`src/rtl/mult_pkg.sv`:
```
// mult_pkg: shared definitions for the RV32M multiply scheduler.
//   - funct3 encodings for MUL/MULH/MULHSU/MULHU
//   - controller state enum
//   - operand sign-class encoding used to tag cached products
package mult_pkg;

    localparam logic [2:0] F3_MUL    = 3'b000;
    localparam logic [2:0] F3_MULH   = 3'b001;
    localparam logic [2:0] F3_MULHSU = 3'b010;
    localparam logic [2:0] F3_MULHU  = 3'b011;

    typedef enum logic [2:0] {
        IDLE   = 3'd0,
        LAUNCH = 3'd1,
        WAIT   = 3'd2,
        FIX    = 3'd3,
        RESP   = 3'd4,
        DRAIN  = 3'd5
    } state_t;

    // {rs1 treated signed, rs2 treated signed}
    typedef enum logic [1:0] {
        CLS_UU = 2'b00,
        CLS_SU = 2'b10,
        CLS_SS = 2'b11
    } sign_cls_t;

    function automatic logic [63:0] neg64(input logic neg, input logic [63:0] v);
        return neg ? (~v + 64'd1) : v;
    endfunction

endpackage

```
`src/rtl/mult_sign_fix.sv`:
```
// mult_sign_fix: combinational sign handling around the unsigned multiplier.
//   funct3, rs1, rs2 : request fields
//   sa, sb, neg      : operand sign flags and product negate flag
//   mag_a, mag_b     : operand magnitudes handed to the datapath
//   cls              : sign class of this funct3
//   neg_in, prod_in  : product and negate flag for the result correction
//   prod_out         : sign-corrected 64-bit product
module mult_sign_fix
    import mult_pkg::*;
(
    input  logic [2:0]  funct3,
    input  logic [31:0] rs1,
    input  logic [31:0] rs2,
    input  logic        neg_in,
    input  logic [63:0] prod_in,
    output logic        sa,
    output logic        sb,
    output logic        neg,
    output logic [31:0] mag_a,
    output logic [31:0] mag_b,
    output sign_cls_t   cls,
    output logic [63:0] prod_out
);

    logic a_signed;
    logic b_signed;

    assign a_signed = (funct3 == F3_MULH) || (funct3 == F3_MULHSU);
    assign b_signed = (funct3 == F3_MULH);

    assign sa    = rs1[31] & a_signed;
    assign sb    = rs2[31] & b_signed;
    assign neg   = sa ^ sb;
    // 0x80000000 negates to itself, which is the correct unsigned magnitude
    assign mag_a = sa ? (~rs1 + 32'd1) : rs1;
    assign mag_b = sb ? (~rs2 + 32'd1) : rs2;

    // class follows the funct3 rule, not the operand values
    assign cls = b_signed ? CLS_SS : (a_signed ? CLS_SU : CLS_UU);

    assign prod_out = neg64(neg_in, prod_in);

endmodule

```
`src/rtl/mult_sched.sv`:
```
// mult_sched: sequencing controller between execute stage and the unsigned
// 32x32 multiplier datapath.
//   req_*      : request handshake (funct3, operands)
//   rsp_*      : result handshake (rd, err)
//   flush      : abort current operation, invalidate product cache
//   mul_*      : datapath launch/operands/completion/product
//   busy       : controller not in IDLE
//
// state  | meaning
// IDLE   | ready for a request
// LAUNCH | one-cycle mul_start pulse
// WAIT   | waiting for mul_done, timeout counter running
// FIX    | sign-correct product, write cache, select half
// RESP   | result presented until rsp_ready
// DRAIN  | flushed; absorb outstanding mul_done or timeout
module mult_sched
    import mult_pkg::*;
#(
    parameter bit CACHE_EN = 1'b1,
    parameter int TIMEOUT  = 64
) (
    input  logic        clk,
    input  logic        rstn,
    input  logic        req_valid,
    output logic        req_ready,
    input  logic [2:0]  req_funct3,
    input  logic [31:0] req_rs1,
    input  logic [31:0] req_rs2,
    output logic        rsp_valid,
    input  logic        rsp_ready,
    output logic [31:0] rsp_rd,
    output logic        rsp_err,
    input  logic        flush,
    output logic        mul_start,
    output logic [31:0] mul_a,
    output logic [31:0] mul_b,
    input  logic        mul_done,
    input  logic [63:0] mul_prod,
    output logic        busy
);

    localparam int CW = $clog2(TIMEOUT + 1);

    state_t      state, state_nx;
    logic [2:0]  f3_q;
    logic        neg_q;
    sign_cls_t   cls_q;
    logic [31:0] rs1_q, rs2_q;
    logic [63:0] prod_q;
    logic [31:0] rd_q;
    logic        err_q;
    logic [CW-1:0] cnt;

    logic        c_valid;
    logic [31:0] c_rs1, c_rs2;
    sign_cls_t   c_cls;
    logic [63:0] c_prod;

    logic        sa, sb, neg;
    logic [31:0] mag_a, mag_b;
    sign_cls_t   cls;
    logic [63:0] prod_fix;

    logic        accept, zero_op, hit, tc;
    logic [31:0] hit_rd, fix_rd;

    mult_sign_fix u_sign (
        .funct3   (req_funct3),
        .rs1      (req_rs1),
        .rs2      (req_rs2),
        .neg_in   (neg_q),
        .prod_in  (prod_q),
        .sa       (sa),
        .sb       (sb),
        .neg      (neg),
        .mag_a    (mag_a),
        .mag_b    (mag_b),
        .cls      (cls),
        .prod_out (prod_fix)
    );

    // individual sign flags are folded into neg; kept for observability only
    logic unused_sign_flags;
    assign unused_sign_flags = sa & sb;

    assign accept  = req_valid & req_ready;
    assign zero_op = (req_rs1 == 32'd0) || (req_rs2 == 32'd0);
    // low word of the product does not depend on sign class
    assign hit     = CACHE_EN && c_valid && (c_rs1 == req_rs1) && (c_rs2 == req_rs2)
                     && ((req_funct3 == F3_MUL) || (c_cls == cls));
    assign tc      = (cnt >= CW'(TIMEOUT - 1));
    assign hit_rd  = (req_funct3 == F3_MUL) ? c_prod[31:0] : c_prod[63:32];
    assign fix_rd  = (f3_q == F3_MUL) ? prod_fix[31:0] : prod_fix[63:32];

    always_ff @(posedge clk or negedge rstn) begin
        if (!rstn) state <= IDLE;
        else       state <= state_nx;
    end

    always_comb begin
        state_nx = state;
        case (state)
            IDLE:   if (accept) state_nx = (req_funct3[2] || zero_op || hit) ? RESP : LAUNCH;
            LAUNCH: state_nx = flush ? DRAIN : WAIT;
            WAIT: begin
                if (flush)         state_nx = DRAIN;
                else if (mul_done) state_nx = FIX;
                else if (tc)       state_nx = RESP;
            end
            FIX:    state_nx = flush ? IDLE : RESP;
            RESP:   if (flush || rsp_ready) state_nx = IDLE;
            DRAIN:  if (mul_done || tc) state_nx = IDLE;
            default: state_nx = IDLE;
        endcase
    end

    always_comb begin
        req_ready = (state == IDLE) && !flush;
        rsp_valid = (state == RESP) && !flush;
        mul_start = (state == LAUNCH);
        busy      = (state != IDLE);
    end

    assign rsp_rd  = rd_q;
    assign rsp_err = err_q;

    always_ff @(posedge clk or negedge rstn) begin
        if (!rstn) begin
            f3_q   <= F3_MUL;
            neg_q  <= 1'b0;
            cls_q  <= CLS_UU;
            rs1_q  <= '0;
            rs2_q  <= '0;
            mul_a  <= '0;
            mul_b  <= '0;
            prod_q <= '0;
            rd_q   <= '0;
            err_q  <= 1'b0;
            cnt    <= '0;
        end else begin
            case (state)
                IDLE: if (accept) begin
                    f3_q  <= req_funct3;
                    neg_q <= neg;
                    cls_q <= cls;
                    rs1_q <= req_rs1;
                    rs2_q <= req_rs2;
                    mul_a <= mag_a;
                    mul_b <= mag_b;
                    err_q <= req_funct3[2];
                    if (req_funct3[2] || zero_op) rd_q <= '0;
                    else if (hit)                 rd_q <= hit_rd;
                end
                LAUNCH: cnt <= '0;
                WAIT: begin
                    cnt <= cnt + 1'b1;
                    if (mul_done) begin
                        prod_q <= mul_prod;
                    end else if (tc) begin
                        rd_q  <= '0;
                        err_q <= 1'b1;
                    end
                end
                FIX: begin
                    rd_q  <= fix_rd;
                    err_q <= 1'b0;
                end
                DRAIN: cnt <= cnt + 1'b1;
                default: ;
            endcase
        end
    end

    // a FIX-cycle write lands even when flush arrives alongside it
    always_ff @(posedge clk or negedge rstn) begin
        if (!rstn) begin
            c_valid <= 1'b0;
            c_rs1   <= '0;
            c_rs2   <= '0;
            c_cls   <= CLS_UU;
            c_prod  <= '0;
        end else if (state == FIX && CACHE_EN) begin
            c_valid <= 1'b1;
            c_rs1   <= rs1_q;
            c_rs2   <= rs2_q;
            c_cls   <= cls_q;
            c_prod  <= prod_fix;
        end else if (flush) begin
            c_valid <= 1'b0;
        end
    end

endmodule

```
`config.mk`:
```
export PLATFORM = sky130hd
export DESIGN_NAME = mult_sched
export DESIGN_NICKNAME = d
export VERILOG_FILES = /design/src/rtl/mult_pkg.sv /design/src/rtl/mult_sign_fix.sv /design/src/rtl/mult_sched.sv
export SDC_FILE = /design/constraint.sdc
export NUM_CORES = 1
export LEC_CHECK = 0
export CORE_MARGIN = 3
export CORE_UTILIZATION = 56
export DETAILED_ROUTE_END_ITERATION = 8
export PLACE_DENSITY_LB_ADDON = 0.1
export SLEW_MARGIN = 25
export SYNTH_ARGS = -nofsm -noshare
export SYNTH_HDL_FRONTEND = slang
export SYNTH_SLANG_ARGS = --single-unit
export TNS_END_PERCENT = 5
```
`constraint.sdc`:
```
create_clock -name clk -period 3.7 [get_ports clk]
set_input_delay 0.925 -clock clk [delete_from_list [all_inputs] [get_ports clk]]
set_output_delay 0.925 -clock clk [all_outputs]
set_load 0.005 [all_outputs]
```
==> out/summary.txt <==
Status = completed
DR vias = 16600
Grt total ovfl = 0
DRT antenna net count = 0
Unrepaired setup endpoints after global routing = no
Top Ports = 238
Reg2reg setup slack = 0.12 ns
Post-CTS setup repair buffer count = 0
Crit Path Max Fanout = 6
Routed WL per cell = 19.3 um
Tot GR Track Use = 0.310
Dpl ws = -0.417 ns
Post-synth ARST share = 1.00
Yosys top cell by area = dfrtp_1
Post-Route Utilization = 0.737
Fmax = 280 MHz
# rows = 66
Yosys warnings = 0
Largest net degree at the start of global routing = 96
FF+latch count, synth = 370
Initial DRT Pass Iterations = 5
GP Congestion = 0.978
Starting Density = 0.574
Ranking of synthesized cells by area = dfrtp_1 (49%), nand2_1 (12%), mux2_2 (5.5%)
Power Dens Cells = 752 nW/um^2
Worst setup EP type = register
FF-to-FF path depth = 8
H-tree depth = 2
Tcrit/Tclk final = 0.967
Port bufs = 237
CTS buffer count = 41
Clk buf depth = 3
Nets = 2549
Cell Area, Synth = 18900 sq um
Total Wirelength = 55800 um
Final Setup Violations = 0
Layout cells sized above 1 = 0.152
Chip Height = 190 um
Clk_skew = 0.0198 ns
Initial DRC Count = 1344
HPWL after detailed placement = 40200 um
Die ar. = 35900 sq um
Most used DFF post-synth = dfrtp_1
Top Layer Used = met5
Fin. max-slew vios = 0
HP Class = in2async
Final hold vios = 0
Remaining DRCs = 0
RR Startpoint = prod_q[9]
Clk pin slew, worst setup/hold paths = 0.06 ns
Commonest cells in the netlist = nand2_1 (600), dfrtp_1 (370), o21ai_0 (195)
TritonCTS Sinks = 370
Power, Total = 18.2 mW
WS Path Type = reg2reg
Vias in the first global route = 16600
Die X = 190 um
Final worst path period need = 3.58 ns
Metal3 WL = 3760 um
Maximum VDD drop = 0.469 mV
Slew @ Worst Pin = 0.924 ns
Finished Layout Cells = 2883
Final worst slack = 0.122 ns
Synth unique cells = 75
Crit Reg-Reg Endpoint = rsp_rd[27]
CP startpoint kind = register
Initial antenna violation count = 1
Crit path required time = 4.13 ns
EDFF count, synth = 0
Post-Synthesis Net Count = 2227
Core area = 32900 sq um
Max-Slew Margin vs Limit = 0.384
Data arrival time of the critical path = 4.00 ns
Worst skew pair latency = 0.54 ns
Most common cell in the netlist = nand2_1
First-pass GRT wire length = 89100 um
Root Buffer Master = clkbuf_16
Placed Cells incl. Taps = 2807
DRT met1 WL = 22200 um
Synth top area share = 0.490
Post-Syn Area per Cell = 9.05 sq um
Register area share after synthesis = 0.490
P_leak = 11.0 nW
Met2 wire length = 27500 um
Post-Syn Instances = 2086
Layout area overhead = 28.3%
Number of max-cap violations = 0
Vias per cell = 5.76
CTS tree = yes
## state kept, by name (all words and copies together), names as in the netlist, 2 cells and up
signal / flops
c_rs2: 32
cnt: 7
mul_b: 32
cls_q: 2
mul_a: 32
prod_q: 64
state: 3
c_prod: 64
rs1_q: 31
c_cls: 2
c_rs1: 32
rsp_rd: 32
f3_q: 3
rs2_q: 31
## worst max-delay path, stage by stage (launching register included)
cell,delay (ns)
dfrtp_1,0.44
or4_1,0.59
or4_1,0.72
or2_1,0.36
o41ai_2,0.36
xor2_1,0.32
nand2_1,0.10
a221o_1,0.30
mux2_2,0.26
## through the flow
| step | setup TNS (ns) | cell area [sq um] | hold slack (ns) |
|---|---|---|---|
| after floorplan | 0 | 18900 | 0.439 |
| after global placement | -9.51 | 22800 | 0.443 |
| after detailed placement | -11.53 | 22800 | 0.449 |
| after CTS | 0 | 24200 | 0.404 |
| after global routing | 0 | 24200 | 0.413 |
| final | 0 | 24200 | 0.374 |
## timing repair
item,4_1_cts,5_1_grt
endpoints found under the hold margin,0,0
endpoints found under the setup margin,0,6
gates resized for setup,0,2
hold buffers,0,0
## area by class of cell
| cell class | count | area, sq um |
|---|---|---|
| Clock inverter | 15 | 188 |
| Timing Repair Buffer | 419 | 3880 |
| Sequential cell | 370 | 9260 |
| Fill cell | 2524 | 8640 |
| Clock buffer | 60 | 1220 |
| Inverter | 35 | 131 |
| Tap cell | 442 | 553 |
| Multi-Input combinational cell | 1541 | 8990 |
| Antenna cell | 1 | 2.50 |
## power breakdown
group | internal, mW | total, mW | switching (mW)
logic | 3.17 | 6.69 | 3.52
registers | 5.81 | 7.29 | 1.49
clock network | 2.57 | 4.24 | 1.67
## metal layers
layer  vias up  global-route usage
met5         -                   0
met4         2               0.127
met2       641               0.528
li1       7743                   -
met1      8080               0.400
met3       139              0.0461
## logic make-up after synthesis
family | count (synthesis) | share of synthesized area
flops | 370 | 0.490
buf+inv | 175 | 0.0363
mux | 124 | 0.0722
xor+xnor | 172 | 0.0798
simple gates | 857 | 0.195
compound gates | 384 | 0.123
fa+ha+maj | 4 | 0.00265
## cell usage in the layout (no fill, tap or decap), types with 14 or more instances in the layout
cell type,count
nand2_1,599
dfrtp_1,370
clkdlybuf4s50_1,236
o21ai_0,195
buf_4,171
mux2_2,93
xor2_1,88
xnor2_1,84
nor2_1,83
a21oi_1,67
clkbuf_16,43
inv_1,35
nor3_1,30
mux2i_1,30
nor4_1,29
or4_1,25
o31ai_1,21
nand3_1,17
nand4_1,16
o41ai_1,14
## how the worst max path moves through the flow
stage	from	endpoint	cells past startpoint
after CTS	req_rs2[0]	rsp_rd[18]	13
after detailed placement	req_rs2[0]	rsp_rd[3]	13
after floorplan	req_rs1[0]	rsp_rd[21]	11
after global routing	req_rs1[17]	rsp_rd[2]	10
final	prod_q[9]	rsp_rd[27]	8
after global placement	req_rs2[0]	rsp_rd[4]	13
Note: power is estimated with default switching activity, not from simulation.
